===== src/rtl/ot_read_stream.sv =====
// ot_read_stream
//   Streams cfg_length words out of NUM_BANKS word-interleaved output-SRAM
//   banks into a downstream FIFO. Word i is read from bank (i mod NUM_BANKS)
//   at address cfg_base_addr + i/NUM_BANKS (wrapping at 2^ADDR_BITS). Reads
//   are issued against credits, so the skid FIFO always has room for every
//   word still in flight through the SRAM. When the downstream FIFO stalls,
//   no word is lost.
//
// Ports
//   clk, reset       clock (rising edge), asynchronous active-high reset
//   start            1-cycle pulse, ignored while busy
//   cfg_base_addr    per-bank start address, latched on start
//   cfg_length       number of words, latched on start (0 = empty job)
//   busy / done      transfer in progress / 1-cycle completion pulse
//   fifo_full_n      downstream can accept a word this cycle
//   fifo_write       word handed downstream this cycle
//   fifo_last        final word of the job (qualified by fifo_write)
//   fifo_data        word data (0 when nothing is buffered)
//   cen_otsr         per-bank chip enable, active low
//   wen_otsr         per-bank write enable, tied high (read only)
//   addr_otsr        per-bank address, bank b at [b*ADDR_BITS +: ADDR_BITS]
//   data_from_sram   per-bank read data, same packing
module ot_read_stream #(
  parameter int unsigned DATA_BITS  = 64,
  parameter int unsigned ADDR_BITS  = 10,
  parameter int unsigned NUM_BANKS  = 2,
  parameter int unsigned LEN_BITS   = 16,
  parameter int unsigned SRAM_LAT   = 1,
  parameter int unsigned SKID_DEPTH = 4
) (
  input  logic                           clk,
  input  logic                           reset,
  input  logic                           start,
  input  logic [ADDR_BITS-1:0]           cfg_base_addr,
  input  logic [LEN_BITS-1:0]            cfg_length,
  output logic                           busy,
  output logic                           done,
  input  logic                           fifo_full_n,
  output logic                           fifo_write,
  output logic                           fifo_last,
  output logic [DATA_BITS-1:0]           fifo_data,
  output logic [NUM_BANKS-1:0]           cen_otsr,
  output logic [NUM_BANKS-1:0]           wen_otsr,
  output logic [NUM_BANKS*ADDR_BITS-1:0] addr_otsr,
  input  logic [NUM_BANKS*DATA_BITS-1:0] data_from_sram
);

  localparam int unsigned BANK_W  = (NUM_BANKS > 1) ? $clog2(NUM_BANKS) : 1;
  localparam int unsigned BANK_SH = $clog2(NUM_BANKS);
  localparam int unsigned PTR_W   = (SKID_DEPTH > 1) ? $clog2(SKID_DEPTH) : 1;
  localparam int unsigned CNT_W   = $clog2(SKID_DEPTH + SRAM_LAT + 1);

  typedef enum logic [1:0] {
    S_IDLE  = 2'd0,
    S_RUN   = 2'd1,
    S_DRAIN = 2'd2,
    S_DONE  = 2'd3
  } state_e;

  state_e                 state_q, state_d;
  logic [ADDR_BITS-1:0]   base_q, base_d;
  logic [LEN_BITS-1:0]    len_q, len_d;
  logic [LEN_BITS-1:0]    issued_q, issued_d;
  logic [LEN_BITS-1:0]    popped_q, popped_d;

  // SRAM latency tracker: one valid/bank entry per outstanding read cycle
  logic [SRAM_LAT-1:0]    pipe_vld_q;
  logic [BANK_W-1:0]      pipe_bank_q [SRAM_LAT];

  // Skid FIFO
  logic [DATA_BITS-1:0]   skid_mem_q [SKID_DEPTH];
  logic [PTR_W-1:0]       wr_ptr_q, rd_ptr_q;
  logic [CNT_W-1:0]       skid_cnt_q, skid_cnt_d;

  logic                   issue;
  logic [BANK_W-1:0]      issue_bank;
  logic [ADDR_BITS-1:0]   issue_addr;
  logic [CNT_W-1:0]       inflight;
  logic                   ret_vld;
  logic [BANK_W-1:0]      ret_bank;
  logic [DATA_BITS-1:0]   ret_data;
  logic                   skid_nonempty;

  function automatic logic [PTR_W-1:0] ptr_inc(input logic [PTR_W-1:0] p);
    return (p == PTR_W'(SKID_DEPTH - 1)) ? '0 : p + PTR_W'(1);
  endfunction

  // ---------------------------------------------------------------------------
  // Issue side
  // ---------------------------------------------------------------------------
  always_comb begin
    inflight = '0;
    for (int unsigned k = 0; k < SRAM_LAT; k++) begin
      inflight = inflight + CNT_W'(pipe_vld_q[k]);
    end
  end

  // Credits: every read not yet handed downstream holds one skid slot, whether
  // it is still inside the SRAM or already buffered. A same-cycle pop does not
  // free a credit, which keeps this path independent of fifo_full_n.
  assign issue = (state_q == S_RUN) && (issued_q < len_q) &&
                 ((inflight + skid_cnt_q) < CNT_W'(SKID_DEPTH));

  assign issue_bank = (NUM_BANKS > 1) ? issued_q[BANK_W-1:0] : '0;
  assign issue_addr = base_q + ADDR_BITS'(issued_q >> BANK_SH);

  always_comb begin
    cen_otsr  = '1;
    addr_otsr = '0;
    if (issue) begin
      cen_otsr[issue_bank]                          = 1'b0;
      addr_otsr[issue_bank*ADDR_BITS +: ADDR_BITS]  = issue_addr;
    end
  end

  assign wen_otsr = '1;

  // ---------------------------------------------------------------------------
  // Return side: the oldest pipe stage marks the cycle its bank's data is valid
  // ---------------------------------------------------------------------------
  assign ret_vld  = pipe_vld_q[SRAM_LAT-1];
  assign ret_bank = pipe_bank_q[SRAM_LAT-1];
  assign ret_data = data_from_sram[ret_bank*DATA_BITS +: DATA_BITS];

  always_ff @(posedge clk or posedge reset) begin
    if (reset) begin
      pipe_vld_q <= '0;
      for (int unsigned k = 0; k < SRAM_LAT; k++) begin
        pipe_bank_q[k] <= '0;
      end
    end else begin
      pipe_vld_q[0]  <= issue;
      pipe_bank_q[0] <= issue_bank;
      for (int unsigned k = 1; k < SRAM_LAT; k++) begin
        pipe_vld_q[k]  <= pipe_vld_q[k-1];
        pipe_bank_q[k] <= pipe_bank_q[k-1];
      end
    end
  end

  // ---------------------------------------------------------------------------
  // Skid FIFO and downstream interface
  // ---------------------------------------------------------------------------
  assign skid_nonempty = (skid_cnt_q != '0);
  assign fifo_write    = skid_nonempty && fifo_full_n;
  assign fifo_data     = skid_nonempty ? skid_mem_q[rd_ptr_q] : '0;
  assign fifo_last     = fifo_write && (popped_q == len_q - LEN_BITS'(1));

  always_comb begin
    skid_cnt_d = skid_cnt_q;
    case ({ret_vld, fifo_write})
      2'b10:   skid_cnt_d = skid_cnt_q + CNT_W'(1);
      2'b01:   skid_cnt_d = skid_cnt_q - CNT_W'(1);
      default: skid_cnt_d = skid_cnt_q;
    endcase
  end

  always_ff @(posedge clk or posedge reset) begin
    if (reset) begin
      wr_ptr_q   <= '0;
      rd_ptr_q   <= '0;
      skid_cnt_q <= '0;
    end else begin
      if (ret_vld) begin
        wr_ptr_q <= ptr_inc(wr_ptr_q);
      end
      if (fifo_write) begin
        rd_ptr_q <= ptr_inc(rd_ptr_q);
      end
      skid_cnt_q <= skid_cnt_d;
    end
  end

  // Storage needs no reset: fifo_data is gated by the occupancy count
  always_ff @(posedge clk) begin
    if (ret_vld) begin
      skid_mem_q[wr_ptr_q] <= ret_data;
    end
  end

  // ---------------------------------------------------------------------------
  // Control FSM
  // ---------------------------------------------------------------------------
  always_comb begin
    state_d  = state_q;
    base_d   = base_q;
    len_d    = len_q;
    issued_d = issued_q + LEN_BITS'(issue);
    popped_d = popped_q + LEN_BITS'(fifo_write);
    case (state_q)
      S_IDLE: begin
        if (start) begin
          base_d   = cfg_base_addr;
          len_d    = cfg_length;
          issued_d = '0;
          popped_d = '0;
          state_d  = (cfg_length == '0) ? S_DONE : S_RUN;
        end
      end
      S_RUN: begin
        if (issue && (issued_q == len_q - LEN_BITS'(1))) begin
          state_d = S_DRAIN;
        end
      end
      S_DRAIN: begin
        if (fifo_write && fifo_last) begin
          state_d = S_DONE;
        end
      end
      S_DONE: begin
        state_d = S_IDLE;
      end
      default: begin
        state_d = S_IDLE;
      end
    endcase
  end

  always_ff @(posedge clk or posedge reset) begin
    if (reset) begin
      state_q  <= S_IDLE;
      base_q   <= '0;
      len_q    <= '0;
      issued_q <= '0;
      popped_q <= '0;
    end else begin
      state_q  <= state_d;
      base_q   <= base_d;
      len_q    <= len_d;
      issued_q <= issued_d;
      popped_q <= popped_d;
    end
  end

  assign busy = (state_q != S_IDLE);
  assign done = (state_q == S_DONE);

endmodule


===== config.mk =====
export PLATFORM = sky130hd
export DESIGN_NAME = ot_read_stream
export DESIGN_NICKNAME = d
export VERILOG_FILES = /design/src/rtl/ot_read_stream.sv
export SDC_FILE = /design/constraint.sdc
export NUM_CORES = 1
export LEC_CHECK = 0
export BUFFER_PORTS_ARGS = -buffer_cell sky130_fd_sc_hd__buf_2
export CAP_MARGIN = 20
export CORE_UTILIZATION = 23
export CTS_BUF_LIST = sky130_fd_sc_hd__clkbuf_8 sky130_fd_sc_hd__clkbuf_16
export DETAILED_ROUTE_END_ITERATION = 10
export HOLD_SLACK_MARGIN = 0.06
export SYNTH_ARGS = -nofsm -noshare
export SYNTH_HDL_FRONTEND = slang
export SYNTH_SLANG_ARGS = --single-unit

===== constraint.sdc =====
create_clock -name clk -period 3.3 [get_ports clk]
set_input_delay 0.165 -clock clk [delete_from_list [all_inputs] [get_ports clk]]
set_output_delay 0.165 -clock clk [all_outputs]
set_load 0.03 [all_outputs]

==> flow_summary.toml <==
[status]
status = "complete, no violations"

[die]
core_area_mm2 = 0.0663
initial_core_util_pct = 23.5
die_y_um = 262
fp-row-count = 94
fp.dieW_um = 262
ios = 250
die_area_mm2 = 0.0687

[drt]
wl_um = 41800
post_drt_wl_per_cell_um = 17.3
drc = 0
first_iter_violations = 493
dr.pass1.iters = 5
avgViaCountPerCell = 4.39
num_vias = 10600
ant_nets = 0

[worst_setup_path]
end_kind = "output pin"
reg2reg_depth = 11
critPathKind = "reg -> out"
regToRegSetupSlack_ns = 0.22
cp-startpoint = "len_q[0]$_DFFE_PP0P_"
crit_cells = 10
cp_max_fo = 5
required_ns = 3.13
crit_chain = "buf_4 -> or4_1 -> nand2b_1 -> buf_4 -> a21oi_2 -> o31ai_1 -> nor3_1 -> nand4_1 -> nor3_4 -> buf_6"
crit_slowest_cell = "or4_1"
cp.arrival_ns = 3.04
start_kind = "register"
critical_path.most_common_cell = "buf_4"
cp_num_buf_inv = 3
reg2reg_to = "state_q[1]$_DFFE_PP0P_"
slowest_delay_ns = 0.53
rr_startpoint = "len_q[0]$_DFFE_PP0P_"
crit_path_end = "fifo_last"
crit_family = "simple AND/OR/NAND/NOR gates"

[timing]
min_period_ns = 3.20
fin_crit_sh_pct = 97.0
setup_violations = 0
slew_headroom_pct = 37.6
fin_worst_skew_ns = 0.0188
max_freq_mhz = 312
worst_pin_slew_ns = 0.934
tns_ns = 0
finalHoldWorstSlack_ns = 0.101
slew_violations = 0
grt_setup_unrepaired = "yes"
hold_viol = 0

[clocking]
clockBufferDepth = 3
cts_made_buffers = 37
htreeDepth = 2
cts.sinks = 325
clk_pin_slew_ns = 0.06
cts-root-buf = "clkbuf_16"
clk_latency_ns = 0.54
cts_tree = "done"

[yosys]
synthArstFlopShare_pct = 21.2
netlist_area_mm2 = 0.0156
synth_top_cell_by_area = "edfxtp_1"
synth_seq_cells = 325
ys_types = 64
synthTopCellsByArea = "edfxtp_1 (49%), dfrtp_1 (11%), mux4_2 (9.3%)"
yosys_warnings = 0
ys.flop_type = "edfxtp_1"
syn_area_per_cell_um2 = 14.3
ys_seq_area_share_pct = 60.5
synth_edf_count = 256
synth_top_area_share_pct = 49.4
syn_inst = 1091

[layout]
nets = 1726
drive_gt1_share_pct = 33.9
final_common_cell = "edfxtp_1"
layout_common_cells = "edfxtp_1 (256), buf_2 (246), dlygate4sd3_1 (151)"
fin_util_pct = 31.5
n_antenna_cell = 0
multi_input_area_mm2 = 0.00587
n_fill_cell = 6604
regArea_mm2 = 0.00943
area_growth_pct = 34.3
final_cells = 2412

[power_and_ir_drop]
p_per_area_mw_per_mm2 = 591
peakVddDrop_v = 0.000313
leakagePower_nw = 8.07

[placement]
place_congestion = 0.866
port_buffers = 247
dp_cells = 2194
dp_hpwl_um = 28000

[worst_hold_path]
hp-class = "in -> reg"
hold_depth = 2

[global_route]
grtUsageTotal_pct = 12.0
grt_max_degree = 65
grt_first_pass_wirelength_um = 62000
grt_overflow = 0
first_global_vias = 10900
antenna_found_initial = 0

[flow_run]
maxCapViolCount = 0
==> worst min-delay path by stage <==
stage                             start                          end  slack [ns]
floorplan              cfg_base_addr[0]        base_q[0]$_DFFE_PP0P_        0.27
global placement       cfg_base_addr[2]        base_q[2]$_DFFE_PP0P_        0.37
detailed placement     cfg_base_addr[0]        base_q[0]$_DFFE_PP0P_        0.37
CTS                 data_from_sram[126]  skid_mem_q[0][62]$_DFFE_PP_        0.07
global route         data_from_sram[62]  skid_mem_q[2][62]$_DFFE_PP_        0.11
finish               data_from_sram[62]  skid_mem_q[0][62]$_DFFE_PP_        0.10
==> Yosys cell counts (all sizes together) (2+ instances only) <==
library cell	count
edfxtp	256
nand2	78
nor2b	70
dfrtp	69
mux2	65
mux4	64
nor2	64
clkbuf	44
ha	43
inv	38
xnor2	36
xor2	36
o21ai	31
nand3	21
nand4	20
a21oi	18
nor4	17
buf	15
and2	12
nor3	11
a21o	8
and3	8
or4	7
and4	6
o211ai	6
or3	6
mux2i	4
nand2b	4
o31ai	3
a211oi	2
a22oi	2
a31oi	2
fa	2
nor3b	2
o21bai	2
==> power by group <==
part	total [W]	leakage (nW)	internal [W]	switching [W]
logic	0.00366	4.41	0.00154	0.00213
clock network	0.00389	0.598	0.00228	0.00161
registers	0.00478	3.06	0.00450	0.000284
==> kinds of logic after synthesis <==
kind of cell	Yosys count	synth area share, %
xor gates and xnor gates	73	4.20
other	1	0.0241
AOI/OAI and AO/OA	84	3.33
muxes	133	14.2
and+or+nand+nor	333	11.4
DFF	325	60.5
buffers and inverters	97	2.61
adders and majority gates	45	3.72
==> flip-flops by register name, summed over array words and instances, names as in the netlist <==
name,flops
state_q,2
rd_ptr_q,2
pipe_bank_q,1
wr_ptr_q,2
issued_q,16
pipe_vld_q,1
popped_q,16
skid_mem_q,256
skid_cnt_q,3
base_q,10
len_q,16
==> repair_timing <==
| item | 4_1_cts | 5_1_grt |
|---|---|---|
| endpoints found under the hold margin | 310 | 0 |
| gates resized for setup | 14 | 19 |
| setup endpoints to repair | 3 | 22 |
| hold buffers | 151 | 0 |
| buffers inserted | 4 | 0 |
| pin swaps | 6 | 4 |
==> through the flow <==
| step | cell area (um2) | worst slack [ns] | power, W |
|---|---|---|---|
| after floorplan | 15600 | 0.285 | 0.00731 |
| after global placement | 18100 | 0.223 | 0.00843 |
| after detailed placement | 18100 | 0.130 | 0.00847 |
| after CTS | 20800 | 0.00785 | 0.0126 |
| after global routing | 20900 | -0.0885 | 0.0130 |
| final | 20900 | 0.0997 | 0.0123 |
==> worst reg2reg max path, delay by kind of cell (launching register included) <==
family | cells | cell delay (ns)
AOI/OAI and AO/OA | 1 | 0.15
muxes | 1 | 0.20
DFF | 1 | 0.42
adders and majority gates | 1 | 0.16
xor gates and xnor gates | 1 | 0.05
buffers and inverters | 2 | 0.26
and+or+nand+nor | 5 | 1.74
==> per-layer routing <==
layer / vias to the layer above / share of wire (%) / wire, um / track usage [%]
li1: 4943 / - / - / -
met1: 5246 / 42 / 17500 / 14.2
met3: 72 / 6.5 / 2730 / 3.01
met4: 0 / 2.8 / 1190 / 3.79
met2: 324 / 49 / 20500 / 21.0
met5: - / 0 / 0 / 0
==> area by class of cell <==
cell class	count	area share, %
tap	864	5.17
inverter	38	0.683
clock buffer	39	4.67
clock inverter	25	0.796
sequential	325	45.1
multi-input combinational	670	28.1
timing repair buffer	451	15.4
No activity file was read; power rests on OpenSTA's default activity.
